**src/rtl/bf_pkg.sv**
```systemverilog
// Shared opcode constants and enums for the loop-bracket matcher.
// Imported by the execution core as well as by this block.
package bf_pkg;

  localparam logic [7:0] OP_LOOP_OPEN  = 8'h5B;
  localparam logic [7:0] OP_LOOP_CLOSE = 8'h5D;

  typedef enum logic [1:0] {
    ERR_NONE            = 2'd0,
    ERR_UNMATCHED_CLOSE = 2'd1,
    ERR_UNMATCHED_OPEN  = 2'd2,
    ERR_OVERFLOW        = 2'd3
  } err_code_t;

  typedef enum logic [2:0] {
    S_IDLE,
    S_READ,
    S_EVAL,
    S_WRITE2,
    S_FINISH,
    S_DONE,
    S_ERROR
  } state_t;

endpackage

```
**src/rtl/bracket_matcher_if.sv**
```systemverilog
// Program-memory read port, jump-table write port and scan status.
// master = bracket_matcher, slave = loader/memories/core side.
interface bracket_matcher_if
  import bf_pkg::*;
#(
  parameter int AW = 12
);

  logic          loaded;
  logic [AW-1:0] prog_addr;
  logic [7:0]    prog_rd;
  logic          jt_we;
  logic [AW-1:0] jt_addr;
  logic [AW-1:0] jt_wr;
  logic          done;
  logic          error;
  err_code_t     error_code;

  modport master (
    input  loaded,
    input  prog_rd,
    output prog_addr,
    output jt_we,
    output jt_addr,
    output jt_wr,
    output done,
    output error,
    output error_code
  );

  modport slave (
    output loaded,
    output prog_rd,
    input  prog_addr,
    input  jt_we,
    input  jt_addr,
    input  jt_wr,
    input  done,
    input  error,
    input  error_code
  );

endinterface

```
**src/rtl/bm_stack.sv**
```systemverilog
// LIFO of open-bracket addresses; reset clears the pointer only.
// top is valid combinationally so a pop can consume it in the same cycle.
module bm_stack #(
  parameter int DEPTH = 64,
  parameter int W     = 12
) (
  input  logic         clk,
  input  logic         reset,
  input  logic         push,
  input  logic         pop,
  input  logic [W-1:0] din,
  output logic [W-1:0] top,
  output logic         empty,
  output logic         full
);

  localparam int PW = $clog2(DEPTH + 1);
  localparam int IW = (DEPTH > 1) ? $clog2(DEPTH) : 1;

  logic [W-1:0]  mem [DEPTH];
  logic [PW-1:0] sp_q;
  logic [IW-1:0] wr_idx;
  logic [IW-1:0] rd_idx;

  assign wr_idx = IW'(sp_q);
  assign rd_idx = IW'(sp_q - PW'(1));
  assign empty  = (sp_q == '0);
  assign full   = (sp_q == PW'(DEPTH));
  assign top    = mem[rd_idx];

  always_ff @(posedge clk) begin
    if (reset) begin
      sp_q <= '0;
    end else if (push && !full) begin
      sp_q <= sp_q + PW'(1);
    end else if (pop && !empty) begin
      sp_q <= sp_q - PW'(1);
    end
  end

  always_ff @(posedge clk) begin
    if (push && !full) begin
      mem[wr_idx] <= din;
    end
  end

endmodule

```
**src/rtl/bracket_matcher.sv**
```systemverilog
// Scans program memory once after load, pairs [ with ] and writes
// both directions of each pair into the jump table.
module bracket_matcher
  import bf_pkg::*;
#(
  parameter int PROG_ADDR_WIDTH = 12,
  parameter int PROG_LEN        = 4095,
  parameter int STACK_DEPTH     = 64
) (
  input logic               clk,
  input logic               reset,
  bracket_matcher_if.master bus
);

  localparam int AW = PROG_ADDR_WIDTH;

  state_t        state_q, state_d;
  logic [AW-1:0] pc_q, pc_d;
  logic [AW-1:0] o_q, o_d;
  err_code_t     err_q, err_d;

  logic          push, pop;
  logic          empty, full;
  logic [AW-1:0] top;
  logic          adv;
  logic          last;
  logic          is_open, is_close;
  logic          jt_we;
  logic [AW-1:0] jt_addr, jt_wr;

  assign last     = (pc_q == AW'(PROG_LEN));
  assign is_open  = (bus.prog_rd == OP_LOOP_OPEN);
  assign is_close = (bus.prog_rd == OP_LOOP_CLOSE);

  bm_stack #(
    .DEPTH (STACK_DEPTH),
    .W     (AW)
  ) u_stack (
    .clk   (clk),
    .reset (reset),
    .push  (push),
    .pop   (pop),
    .din   (pc_q),
    .top   (top),
    .empty (empty),
    .full  (full)
  );

  always_ff @(posedge clk) begin
    if (reset) begin
      state_q <= S_IDLE;
      pc_q    <= '0;
      o_q     <= '0;
      err_q   <= ERR_NONE;
    end else begin
      state_q <= state_d;
      pc_q    <= pc_d;
      o_q     <= o_d;
      err_q   <= err_d;
    end
  end

  always_comb begin
    state_d = state_q;
    pc_d    = pc_q;
    o_d     = o_q;
    err_d   = err_q;
    push    = 1'b0;
    pop     = 1'b0;
    adv     = 1'b0;
    jt_we   = 1'b0;
    jt_addr = '0;
    jt_wr   = '0;

    unique case (state_q)
      S_IDLE: begin
        if (bus.loaded) begin
          pc_d    = '0;
          state_d = S_READ;
        end
      end
      S_READ: state_d = S_EVAL;
      S_EVAL: begin
        unique case (1'b1)
          is_open: begin
            if (full) begin
              err_d   = ERR_OVERFLOW;
              state_d = S_ERROR;
            end else begin
              push = 1'b1;
              adv  = 1'b1;
            end
          end
          is_close: begin
            if (empty) begin
              err_d   = ERR_UNMATCHED_CLOSE;
              state_d = S_ERROR;
            end else begin
              pop     = 1'b1;
              jt_we   = 1'b1;
              jt_addr = pc_q;
              jt_wr   = top;
              o_d     = top;
              state_d = S_WRITE2;
            end
          end
          default: adv = 1'b1;
        endcase
      end
      S_WRITE2: begin
        jt_we   = 1'b1;
        jt_addr = o_q;
        jt_wr   = pc_q;
        adv     = 1'b1;
      end
      S_FINISH: begin
        if (empty) begin
          state_d = S_DONE;
        end else begin
          err_d   = ERR_UNMATCHED_OPEN;
          state_d = S_ERROR;
        end
      end
      S_DONE:  state_d = S_DONE;
      S_ERROR: state_d = S_ERROR;
      default: state_d = S_IDLE;
    endcase

    // pc stops at the last address instead of wrapping
    if (adv) begin
      if (last) begin
        state_d = S_FINISH;
      end else begin
        pc_d    = pc_q + AW'(1);
        state_d = S_READ;
      end
    end
  end

  assign bus.prog_addr  = pc_q;
  assign bus.jt_we      = jt_we;
  assign bus.jt_addr    = jt_addr;
  assign bus.jt_wr      = jt_wr;
  assign bus.done       = (state_q == S_DONE);
  assign bus.error      = (state_q == S_ERROR);
  assign bus.error_code = err_q;

endmodule
```
**src/flat_wrapper.sv**
```systemverilog
// flat-port wrapper written by rule: the top's interface ports become plain ports
module bracket_matcher_flat import bf_pkg::*;
#(
  parameter int PROG_ADDR_WIDTH = 12,
  parameter int PROG_LEN        = 4095,
  parameter int STACK_DEPTH     = 64
)
  (clk, reset, bus_loaded, bus_prog_rd, bus_prog_addr, bus_jt_we, bus_jt_addr, bus_jt_wr, bus_done, bus_error, bus_error_code);
  bracket_matcher_if bus_i ();
  input logic clk;
  input logic reset;
  input wire logic [$bits(bus_i.loaded)-1:0] bus_loaded;
  input wire logic [$bits(bus_i.prog_rd)-1:0] bus_prog_rd;
  output wire logic [$bits(bus_i.prog_addr)-1:0] bus_prog_addr;
  output wire logic [$bits(bus_i.jt_we)-1:0] bus_jt_we;
  output wire logic [$bits(bus_i.jt_addr)-1:0] bus_jt_addr;
  output wire logic [$bits(bus_i.jt_wr)-1:0] bus_jt_wr;
  output wire logic [$bits(bus_i.done)-1:0] bus_done;
  output wire logic [$bits(bus_i.error)-1:0] bus_error;
  output wire logic [$bits(bus_i.error_code)-1:0] bus_error_code;
  assign bus_i.loaded = bus_loaded;
  assign bus_i.prog_rd = bus_prog_rd;
  assign bus_prog_addr = bus_i.prog_addr;
  assign bus_jt_we = bus_i.jt_we;
  assign bus_jt_addr = bus_i.jt_addr;
  assign bus_jt_wr = bus_i.jt_wr;
  assign bus_done = bus_i.done;
  assign bus_error = bus_i.error;
  assign bus_error_code = bus_i.error_code;
  bracket_matcher #(.PROG_ADDR_WIDTH(PROG_ADDR_WIDTH), .PROG_LEN(PROG_LEN), .STACK_DEPTH(STACK_DEPTH)) u_core (.clk(clk), .reset(reset), .bus(bus_i));
endmodule
```
**config.mk**
```make
export PLATFORM = sky130hd
export DESIGN_NAME = bracket_matcher_flat
export DESIGN_NICKNAME = d
export VERILOG_FILES = /design/src/rtl/bf_pkg.sv /design/src/rtl/bracket_matcher_if.sv /design/src/rtl/bm_stack.sv /design/src/rtl/bracket_matcher.sv /design/src/flat_wrapper.sv
export SDC_FILE = /design/constraint.sdc
export NUM_CORES = 1
export LEC_CHECK = 0
export ABC_CLOCK_PERIOD_IN_PS = 3700
export BUFFER_PORTS_ARGS = -buffer_cell sky130_fd_sc_hd__buf_2
export CAP_MARGIN = 20
export CORE_MARGIN = 4
export CORE_UTILIZATION = 56
export CTS_CLUSTER_DIAMETER = 80
export DETAILED_ROUTE_END_ITERATION = 8
export HOLD_SLACK_MARGIN = 0.05
export PLACE_DENSITY = 0.75
export SETUP_SLACK_MARGIN = 0.4
export SYNTH_ARGS = -nofsm -noshare
export SYNTH_HDL_FRONTEND = slang
export SYNTH_HIERARCHICAL = 1
export SYNTH_SLANG_ARGS = --single-unit
```
**constraint.sdc**
```tcl
create_clock -name clk -period 3.7 [get_ports clk]
set_input_delay 0.37 -clock clk [delete_from_list [all_inputs] [get_ports clk]]
set_output_delay 0.37 -clock clk [all_outputs]
set_load 0.02 [all_outputs]
```
After elaboration in Yosys (flattened, before gate mapping):

Memory sizes are Yosys's and may differ from the RTL's.
Cells that the tools add are included.

* register bits after elaboration: 36
* bits in writable memories: 768
* bits of input ports: 11
* output and inout bits: 41
* logic and storage cells: 75
* memories kept: 1

* add/sub/neg operators: 3
* equal/unequal tests: 18
* muxes and demuxes: 36
* bitwise gates (word level): 1
* reduce and logical (&&, ||, !) cells: 11

Memory list
* u_core.u_stack.mem: depth 64, bits a word 12, rd ports 1, clocked after Yosys merged registers in 0, write ports 1, line bm_stack.sv:20 `logic [W-1:0] mem [DEPTH];`

Operators by type and width (count)
* 2-to-1 mux 12 bit: 8
* case mux 12 bit (2 select lines): 2
* case mux 3 bit (7 select lines): 1
* equality test 8 x 7 -> 1 bit (second input constant): 2
* 2-to-1 mux 3 bit: 5
* 2-to-1 mux 7 bit: 2
* adder 12 x 1 -> 12 bit (second input constant): 1
* equality test 12 bit (second input constant): 1
* equality test 3 bit (second input constant): 3
* 2-to-1 mux 1 bit: 8
* 2-to-1 mux 2 bit: 4
* case mux 2 bit (2 select lines): 2
* adder 7 x 1 -> 7 bit (second input constant): 1
* equality test 7 bit (second input constant): 1
* zero test 7 bit: 1
* subtractor 7 x 1 -> 7 bit (second input constant): 1
* equality test 3 x 2 -> 1 bit (second input constant): 2
* inequality test 3 bit (second input constant): 2
* case mux 1 bit (2 select lines): 3
* case mux 3 bit (2 select lines): 1
* AND reduction 5 bit: 1
* inequality test 4 x 1 -> 1 bit (second input constant): 1
* inequality test 4 x 3 -> 1 bit (second input constant): 1
* AND reduction 4 bit: 1
* 11 further kinds: 14

Depth between registers and ports, before layout:

Gate-level depths: netlist of run 1.

* depth in word-level cells: 7
* mapped depth: 17
* depth with buffers taken out: 12

Hierarchy:

Netlist of run 1, hierarchy kept.

By module, submodules not included
* bm_stack: instances 1, cells an instance 1505, area an instance 30410.4 sq um, sequential area each 23202.3 sq um
* bracket_matcher: instances 1, cells an instance 212, area an instance 1869.3 sq um, sequential area each 580.6 sq um

Least setup slack after synthesis of run 1:

OpenSTA, ideal clock, no wires.

* kind: register to register
* from: register u_core.u_stack.sp_q[0]
* to: memory u_core.u_stack.mem[32][0], enable pin
* setup time: 0.412 ns
* arrival: 3.495 ns
* data required time: 3.288 ns
* setup slack: -0.207 ns
* cell stages (with the launch flop): 12
* path buffers: 4
* clock period less this slack: 3.907 ns
* cells stage by stage: dfxtp_1 > buf_4 > buf_4 > buf_4 > inv_2 > ha_1 > inv_1 > nor3_1 > nor4b_1 > clkbuf_1 > nand2_1 > nor4_1

* cells in the longest elaborated chain, start to end: 7
* elaborated cells between the ends (all ways): 8
* those cells by class: eq/ne (1); mux (5); reduce/logical (2)

RTL lines
* from (decl): line bm_stack.sv:21 `logic [PW-1:0] sp_q;`
* from (signal assigned): line bm_stack.sv:35 `sp_q <= sp_q + PW'(1);`
* from (signal assigned): line bm_stack.sv:37 `sp_q <= sp_q - PW'(1);`
* equality test 7 bit: line bm_stack.sv:28 `assign full = (sp_q == PW'(DEPTH));`
* net u_core.full: line bracket_matcher.sv:23 `logic empty, full;`
* 2-to-1 mux 1 bit: line bracket_matcher.sv:86 `if (full) begin`
* 2-to-1 mux 1 bit: line bracket_matcher.sv:84 `unique case (1'b1)`
* 2-to-1 mux 1 bit: line bracket_matcher.sv:75 `unique case (state_q)`
* net u_core.push: line bracket_matcher.sv:22 `logic push, pop;`
* logical AND 1 bit: line bm_stack.sv:42 `if (push && !full) begin`
* 2-to-1 mux 1 bit: line bm_stack.sv:42
* 2-to-1 mux 1 bit (not written as such): line bm_stack.sv:43 `mem[wr_idx] <= din;`
* to (decl): line bm_stack.sv:20

The timed path passes the listed nets, and every way through them passes these cells.

Worst setup path after layout of run 1:

* from: register u_core.u_stack.sp_q[0]
* to: output port bus_jt_wr[1]

* cells in the longest elaborated chain, start to end: 5
* elaborated cells between the ends (all ways): 6
* those cells by class: add/sub (1); mux (3); reduce/logical (1); memory (1)

RTL lines
* subtractor 7 x 1 -> 7 bit: line bm_stack.sv:26 `assign rd_idx = IW'(sp_q - PW'(1));`
* memory read (64 x 12 bit)
* net u_core.top[1]: line bracket_matcher.sv:24 `logic [AW-1:0] top;`
* 2-to-1 mux 12 bit: line bracket_matcher.sv:95 `if (empty) begin`
* 2-to-1 mux 12 bit: line bracket_matcher.sv:84
* case mux 12 bit (2 select lines): line bracket_matcher.sv:75
* to (decl): line flat_wrapper.sv:17 `output wire logic [$bits(bus_i.jt_wr)-1:0] bus_jt_wr;`

The timed path passes the listed nets, and every way through them passes these cells.

==> summary.txt, run 1 <==
====================================================================================================
Global routing usage on met1 ..........................................................        39.6%
Fraction of layout cells with a size suffix above 1 ...................................        36.8%
Required time at the worst-slack endpoint .............................................      3.33 ns
Buffer cell driving the clock tree root ...............................................    clkbuf_16
Initial cell density of the core ......................................................        56.9%
Portion of synthesized cell area occupied by the leading cell type ....................        71.4%
Register cell area after layout .......................................................   0.0238 mm²
Multi-input gate area .................................................................  0.00873 mm²
Start point of the critical path ...................................................... u_core/u_stack/sp_q[0]
Width of the die ......................................................................       248 µm
Met3 track utilization from global routing ............................................        6.16%
Setup violation total in the final timing report ......................................           12
Synthesized netlist net count .........................................................         1732
Fill cell instance count of the final layout ..........................................         3291
Multiplexer share of the synthesized area .............................................        14.3%
Clk buf depth .........................................................................            3
Sw Ratio ..............................................................................        19.4%
Antenna violations before repair ......................................................            0
Port Buffer Count .....................................................................           51
Ratio of final minimum period to clock period .........................................         106%
Share of the yosys chip area belonging to registers ...................................        73.7%
Net switching power figure ............................................................    0.00354 W
Mean Syn Cell Area ....................................................................     18.8 µm²
Pwr/cell area .........................................................................   462 mW/mm²
Number of inserted diodes .............................................................            0
CP endpoint kind ...................................................................... primary output
Ratio of routed vias to standard cells ................................................         6.75
Leading post-synthesis cells by instance count ........................................ edfxtp_1, mux4_2, nor2_1
Clock share of power ..................................................................        45.3%
CTS tree ..............................................................................         done
Worst-case headroom to the max-slew limit .............................................        37.1%
Class of the tightest hold or removal check ...........................................    in -> reg
Share of the core filled with cells ...................................................        69.7%
Peak ir drop on the vdd network .......................................................   0.000358 V
Critical path endpoint ................................................................ bus_jt_wr[1]
Detailed placer's ending HPWL .........................................................     48200 µm
Sink count of the clock tree ..........................................................          804
Largest net degree at the start of global routing .....................................           71
Clock-pin slew reported for the worst setup and hold paths after clock tree synthesis .      0.06 ns
Synthesized area ......................................................................   0.0323 mm²
Number of max-slew violations in the final report .....................................            0
GRT Residual Overflow .................................................................            0
Comb pwr share ........................................................................         0.7%
Clock network latency to the later pin of the worst-skew pair .........................      0.64 ns
Synth cell types ......................................................................           73
Worst reg2reg endpoint ................................................................ u_core/u_stack/mem[59][6]
Worst flop-to-flop path startpoint .................................................... u_core/state_q[0]
Number of warnings printed during yosys synthesis .....................................            6
Number of DRC violations after detailed routing .......................................            0
Iteration-0 DRC count of the detailed router ..........................................         2819
DR vias ...............................................................................        19079
Number of global-route vias before repair .............................................        18137
Largest fanout on the critical path ...................................................            8
Clock Skews ...........................................................................    0.0293 ns
Number of levels the H-tree was split into ............................................            3
Clock buffer count from CTS ...........................................................           81
Total Nets Final ......................................................................         2016
Least-Margin Pin Slew .................................................................     0.944 ns
Routed wire length ....................................................................     90100 µm
Leak ..................................................................................      13.8 nW
Area of the die .......................................................................   0.0615 mm²
Register share of total power .........................................................        54.0%
Final hold violation count ............................................................            0
Type of element launching the critical path ...........................................     register
Synth Register Bits ...................................................................          804
Layout overhead on the synthesized area ...............................................        22.5%
Total of max-cap violations ...........................................................            0
Type of the setup path with the least slack ...........................................   reg -> out
Routability congestion estimate .......................................................        0.960
GRT Resource Usage Total ..............................................................        28.3%
Antenna viol nets, final ..............................................................            0
Time the final worst path needs with I/O delays and setup .............................      3.91 ns
Main combinational cell family by area after synthesis ................................ multiplexers
GRT busiest layer .....................................................................         met2
Adder-cell share of the synthesized area ..............................................       0.155%
Unrepaired setup endpoints after global routing .......................................          yes
Pre-antenna DRT Iters .................................................................            8
Detailed-route wire length per cell ...................................................      31.9 µm
Top-count cell post-synth .............................................................     edfxtp_1
Routing usage on met2 .................................................................        44.0%
XOR/XNOR share of the synthesized area ................................................       0.295%
Synth area leaders .................................................................... edfxtp_1, mux4_2, dfxtp_1
Post-placement cell area ..............................................................   0.0344 mm²
Internal power ........................................................................     0.0147 W
Main flop type after synthesis ........................................................     edfxtp_1
Synthesized instance count ............................................................         1717
Arrival time at the worst endpoint ....................................................      3.54 ns
Synthesized-area fraction occupied by and/or/nand/nor cells ...........................        4.96%
Finished Cell Area ....................................................................   0.0395 mm²
Die H .................................................................................       248 µm
Path depth of the worst reg2reg path ..................................................            7
Global-route wire length before repair ................................................    125000 µm
Post-route setup slack ................................................................    -0.212 ns
Number of enable-type register cells in the synthesized netlist .......................          768
Violations in the final reports ....................................................... negative setup slack
R2R Setup Slk .........................................................................      0.46 ns
Run status ............................................................................ finished, violations left
Core footprint ........................................................................   0.0567 mm²
Complex-gate fraction of the synthesized area .........................................        4.68%
I/O Pins ..............................................................................           52
Share of synthesized flip-flops with an asynchronous set or reset .....................           0%
Core Rows .............................................................................           87
F_max .................................................................................    0.256 GHz
Cell type with the largest total area after synthesis .................................     edfxtp_1
====================================================================================================
[critical path: stages (launching register included)]
cell	delay (ns)
dfxtp_4	0.40
inv_4	0.06
ha_4	0.18
buf_12	0.13
xor2_4	0.16
buf_6	0.13
buf_12	0.12
buf_16	0.14
mux2i_1	0.12
a32o_2	0.24
a221oi_2	0.18
buf_4	0.18
o221ai_4	0.14
o22ai_1	0.24
buf_4	0.20
a22o_1	0.16
buf_6	0.12
[state kept, by name (all words and copies together) (netlist names)]
name and count:
u_core/o_q 12, u_core/bus.error_code 2, u_core/bus.prog_addr 12, u_core/u_stack/sp_q 7, u_core/u_stack/mem 768, u_core/state_q 3
[metal layers]
layer,up-vias,wire [µm]
met5,-,0
met1,9783,32600
met2,1414,42600
met4,0,4650
met3,262,10300
li1,7620,-
[metrics by stage]
stage               TNS [ns]  hold slack [ns]  total power [W]  setup WS, ns  cells
finish                 -1.62            0.232           0.0183        -0.212   2825
global route           -2.18            0.255           0.0188        -0.249   2825
CTS                    -1.01            0.220           0.0183        -0.116   2775
detailed placement         0            0.472           0.0102         0.107   2566
global placement           0            0.466           0.0102        0.0831   2566
floorplan                  0            0.439           0.0101         0.376   1717
[final cells by class]
cell class / instances / area share, %
sequential: 804 / 60.2
multi-input combinational: 793 / 22.1
timing repair buffer: 304 / 8.35
clock buffer: 100 / 5.41
tap: 756 / 2.39
clock inverter: 51 / 1.36
inverter: 17 / 0.174
[cells in the final DEF (no fill, tap or decap), types with 12 or more instances in the layout]
master     netlist  final
buf_12           0     32
nand2_1         92     87
clkbuf_16        0     88
dfxtp_2          0     12
edfxtp_1       768    768
clkbuf_1        40     16
a21oi_1         17     17
nor2_2           0     14
inv_1           16     14
nand3_1         19     16
mux4_2         179    179
nor2_1         155    119
buf_2           27     37
mux2i_1         57     44
o211ai_1        13     13
clkinv_1         0     19
buf_4           17    181
a22o_1          25     25
buf_16           0     16
dfxtp_1         36     22
buf_6           12     19
nor2_4           0     22
and3_1          13     12
[power by group through the flow]
stage	clock network [W]	registers, W	logic, W
2_1_floorplan	0	0.0101	0.0000753
3_3_place_gp	0	0.0101	0.000110
3_5_place_dp	0	0.0101	0.000113
4_1_cts	0.00833	0.00987	0.000119
5_1_grt	0.00876	0.00987	0.000131
6_report	0.00827	0.00987	0.000123
[worst min path at each step]
stage                                to                     start  depth (start not counted)
3_3_place_gp   u_core/bus.error_code[0]  u_core/bus.error_code[0]                          2
3_5_place_dp   u_core/bus.error_code[0]  u_core/bus.error_code[0]                          2
2_1_floorplan    u_core/u_stack/sp_q[3]                     reset                          1
5_1_grt        u_core/bus.error_code[1]            bus_prog_rd[7]                          5
4_1_cts        u_core/bus.error_code[1]            bus_prog_rd[7]                          5
6_report       u_core/bus.error_code[1]            bus_prog_rd[7]                          5
[what timing repair did]
action | 4_1_cts | 5_1_grt
pin swaps | 31 | 36
hold buffers | 1 | 0
gates resized for setup | 149 | 63
endpoints found under the hold margin | 1 | 0
endpoints found under the setup margin | 33 | 437
cloned | 16 | 6
setup buffers | 41 | 44
[kinds of logic after synthesis]
| group | Yosys count |
|---|---|
| adder cells (fa/ha/maj) | 4 |
| XOR/XNOR | 10 |
| AND/OR/NAND/NOR | 349 |
| buffers and inverters | 120 |
| flip-flops | 804 |
| multiplexers | 236 |
| AO/OA/AOI/OAI | 194 |
(Power assumes the default switching activity.)
==> run 2: changes to the inputs <==
Settings changed: ABC_CLOCK_PERIOD_IN_PS 3700 to 3520.
Clock period 3.7 ns to 3.52 ns, I/O delays scaled along.
==> summary.txt, run 2 (same netlist as run 1, synthesis figures left out) <==
====================================================================================================
Hold path startpoint .................................................................. bus_prog_rd[6]
I/O Pins ..............................................................................           52   unchanged
Number of DRC violations after detailed routing .......................................            0   unchanged
Top delay family on crit path ......................................................... buffers and inverters
Arrival time at the worst endpoint ....................................................      3.55 ns   about the same
Clk buf depth .........................................................................            3   unchanged
Clock share of power ..................................................................        44.0%   -1.3 points
Final hold violation count ............................................................            0   unchanged
Global-route wire length before repair ................................................    124000 µm   -0.65%
Die H .................................................................................       248 µm   unchanged
Buffer cell driving the clock tree root ...............................................    clkbuf_16
Number of max-slew violations in the final report .....................................            0   unchanged
Detailed-route wire length per cell ...................................................      30.3 µm   -4.9%
Class of the tightest hold or removal check ...........................................    in -> reg
Run status ............................................................................ finished, violations left
Routed wire length ....................................................................     87000 µm   -3.4%
Largest fanout on the critical path ...................................................           14   +6
Sink count of the clock tree ..........................................................          804   unchanged
Total Nets Final ......................................................................         2064   +2.4%
Share of the core filled with cells ...................................................        70.0%   +0.29 points
F_max .................................................................................    0.256 GHz
Time the final worst path needs with I/O delays and setup .............................      3.90 ns
Sw Ratio ..............................................................................        19.6%   +0.20 points
Path depth of the worst reg2reg path ..................................................           16   +9
Initial cell density of the core ......................................................        56.9%   unchanged
Register name with the most flops ..................................................... u_core/u_stack/mem
Pwr/cell area .........................................................................   473 mW/mm²   +2.4%
Core footprint ........................................................................   0.0567 mm²   unchanged
Comb pwr share ........................................................................         0.8%   about the same
Most common library cell in the layout ignoring fill and taps .........................     edfxtp_1
Cell depth of the worst hold path .....................................................            5   unchanged
CP endpoint kind ...................................................................... primary output
Required time at the worst-slack endpoint .............................................      3.17 ns   -0.16 ns
Fraction of layout cells with a size suffix above 1 ...................................        38.6%   +1.9 points
Sum of buffers and inverters on the critical path .....................................            7   -1
Hold endpoint ......................................................................... u_core/state_q[0]
Commonest cells after routing, fill and taps aside .................................... edfxtp_1, buf_4, mux4_2
Setup violation total in the final timing report ......................................           12   unchanged
Worst flop-to-flop path startpoint .................................................... u_core/u_stack/sp_q[0]
Worst reg2reg endpoint ................................................................ u_core/u_stack/sp_q[5]
R2R Setup Slk .........................................................................      0.43 ns   -0.03 ns
Total of max-cap violations ...........................................................            0   unchanged
Number of inserted diodes .............................................................            0   unchanged
Ratio of routed vias to standard cells ................................................         6.58   -2.6%
Clock-pin slew reported for the worst setup and hold paths after clock tree synthesis .      0.06 ns   about the same
Area of the die .......................................................................   0.0615 mm²   unchanged
Antenna viol nets, final ..............................................................            0   unchanged
Peak ir drop on the vdd network .......................................................   0.000395 V   +10%
Largest register FFs ..................................................................          768   unchanged
Clock Skews ...........................................................................    0.0268 ns   -0.00249 ns
Worst-case headroom to the max-slew limit .............................................        25.1%   -12 points
Internal power ........................................................................     0.0151 W   +2.5%
Routability congestion estimate .......................................................        0.968   +0.81%
Leak ..................................................................................      13.9 nW   +0.94%
Cell with the biggest individual delay on the critical path ...........................      dfxtp_4
Iteration-0 DRC count of the detailed router ..........................................         2488   -12%
Layout overhead on the synthesized area ...............................................        23.0%
Number of global-route vias before repair .............................................        18488   +1.9%
Pre-antenna DRT Iters .................................................................            5   -3
Type of element launching the critical path ...........................................     register
Ratio of final minimum period to clock period .........................................         111%
Post-route setup slack ................................................................    -0.384 ns   -0.172 ns
GRT Resource Usage Total ..............................................................        27.8%   -0.59 points
Number of levels the H-tree was split into ............................................            3   unchanged
Clock buffer count from CTS ...........................................................           79   -2.5%
Type of the setup path with the least slack ...........................................   reg -> out
Clock network latency to the later pin of the worst-skew pair .........................      0.63 ns   about the same
Port Buffer Count .....................................................................           51   unchanged
Unrepaired setup endpoints after global routing .......................................          yes
CTS tree ..............................................................................         done
Antenna violations before repair ......................................................            0   unchanged
Least-Margin Pin Slew .................................................................      1.12 ns   +0.180 ns
Cells traversed along the worst timing path ........................................... inv_4, ha_4, buf_4, buf_12, buf_12, mux4_2, a211oi_2, a311oi_2, buf_4, o21ai_2, o22ai_2, buf_4, a22o_1, buf_4
Core Rows .............................................................................           87   unchanged
GRT Residual Overflow .................................................................            0   unchanged
Largest net degree at the start of global routing .....................................           69   -2.8%
Setup TNS after final layout ..........................................................     -3.78 ns   -2.16 ns
Net switching power figure ............................................................    0.00368 W   +3.8%
Most repeated library cell on the critical path .......................................        buf_4
Detailed placer's ending HPWL .........................................................     49100 µm   +1.8%
DR vias ...............................................................................        18868   -1.1%
Violations in the final reports ....................................................... negative setup slack
Width of the die ......................................................................       248 µm   unchanged
Delay of the slowest cell on the worst path ...........................................      0.40 ns   about the same
Register share of total power .........................................................        55.2%   +1.2 points
====================================================================================================
[run 2: worst max path at each step]
stage                            from       endpoint  slack (ns)  depth (start not counted)
6_report       u_core/u_stack/sp_q[0]   bus_jt_wr[6]       -0.38                         14
5_1_grt        u_core/u_stack/sp_q[1]   bus_jt_wr[6]       -0.46                         14
4_1_cts        u_core/u_stack/sp_q[0]  bus_jt_wr[10]       -0.26                         13
3_5_place_dp   u_core/u_stack/sp_q[1]   bus_jt_wr[2]        0.02                         14
3_3_place_gp   u_core/u_stack/sp_q[1]   bus_jt_wr[2]       -0.01                         14
2_1_floorplan  u_core/u_stack/sp_q[0]  bus_jt_wr[10]        0.40                         12
[run 2: timing repair]
| item | in CTS | in global routing |
|---|---|---|
| resized for setup | 144 | 94 |
| hold endpoints to repair | 1 | 0 |
| cloned | 6 | 5 |
| pin swaps | 36 | 40 |
| endpoints found under the setup margin | 228 | 188 |
| hold buffers | 1 | 0 |
| setup buffers | 53 | 42 |
[run 2: power groups by stage]
stage	registers [W]	clock network (W)	logic (W)
2_1_floorplan	0.0106	0	0.0000794
3_3_place_gp	0.0106	0	0.000131
3_5_place_dp	0.0106	0	0.000137
4_1_cts	0.0104	0.00834	0.000141
5_1_grt	0.0104	0.00881	0.000158
6_report	0.0104	0.00826	0.000150
[run 2: area by class of cell]
cell class,instances,area [µm²]
inverters,17,68.8
clock buffers,99,2090
well taps,756,946
fillers,3270,17000
repair buffers,354,3540
clock inverters,45,435
multi-input cells,793,8800
flip-flops and latches,804,23800
[run 2: per-layer routing]
metal / GRT usage [%] / wire, µm
met1: 39.2 / 32100
met2: 43.8 / 42300
met3: 5.18 / 8740
met4: 11.1 / 3850
met5: 0 / 0
[run 2: metrics by stage]
stage / hold slack (ns) / area (µm²) / setup slack [ns] / total power [W] / cells
floorplan: 0.421 / 32600 / 0.401 / 0.0107 / 1717
global placement: 0.459 / 34800 / -0.0102 / 0.0107 / 2615
detailed placement: 0.464 / 34900 / 0.0248 / 0.0107 / 2617
CTS: 0.214 / 38800 / -0.261 / 0.0188 / 2821
global route: 0.267 / 39700 / -0.461 / 0.0193 / 2868
finish: 0.260 / 39700 / -0.384 / 0.0188 / 2868
[run 2: worst min-delay path, stage by stage]
cell and delay [ns]:
buf_2 0.11, nand2b_1 0.11, o31ai_1 0.09, o211ai_1 0.09, a21oi_1 0.07
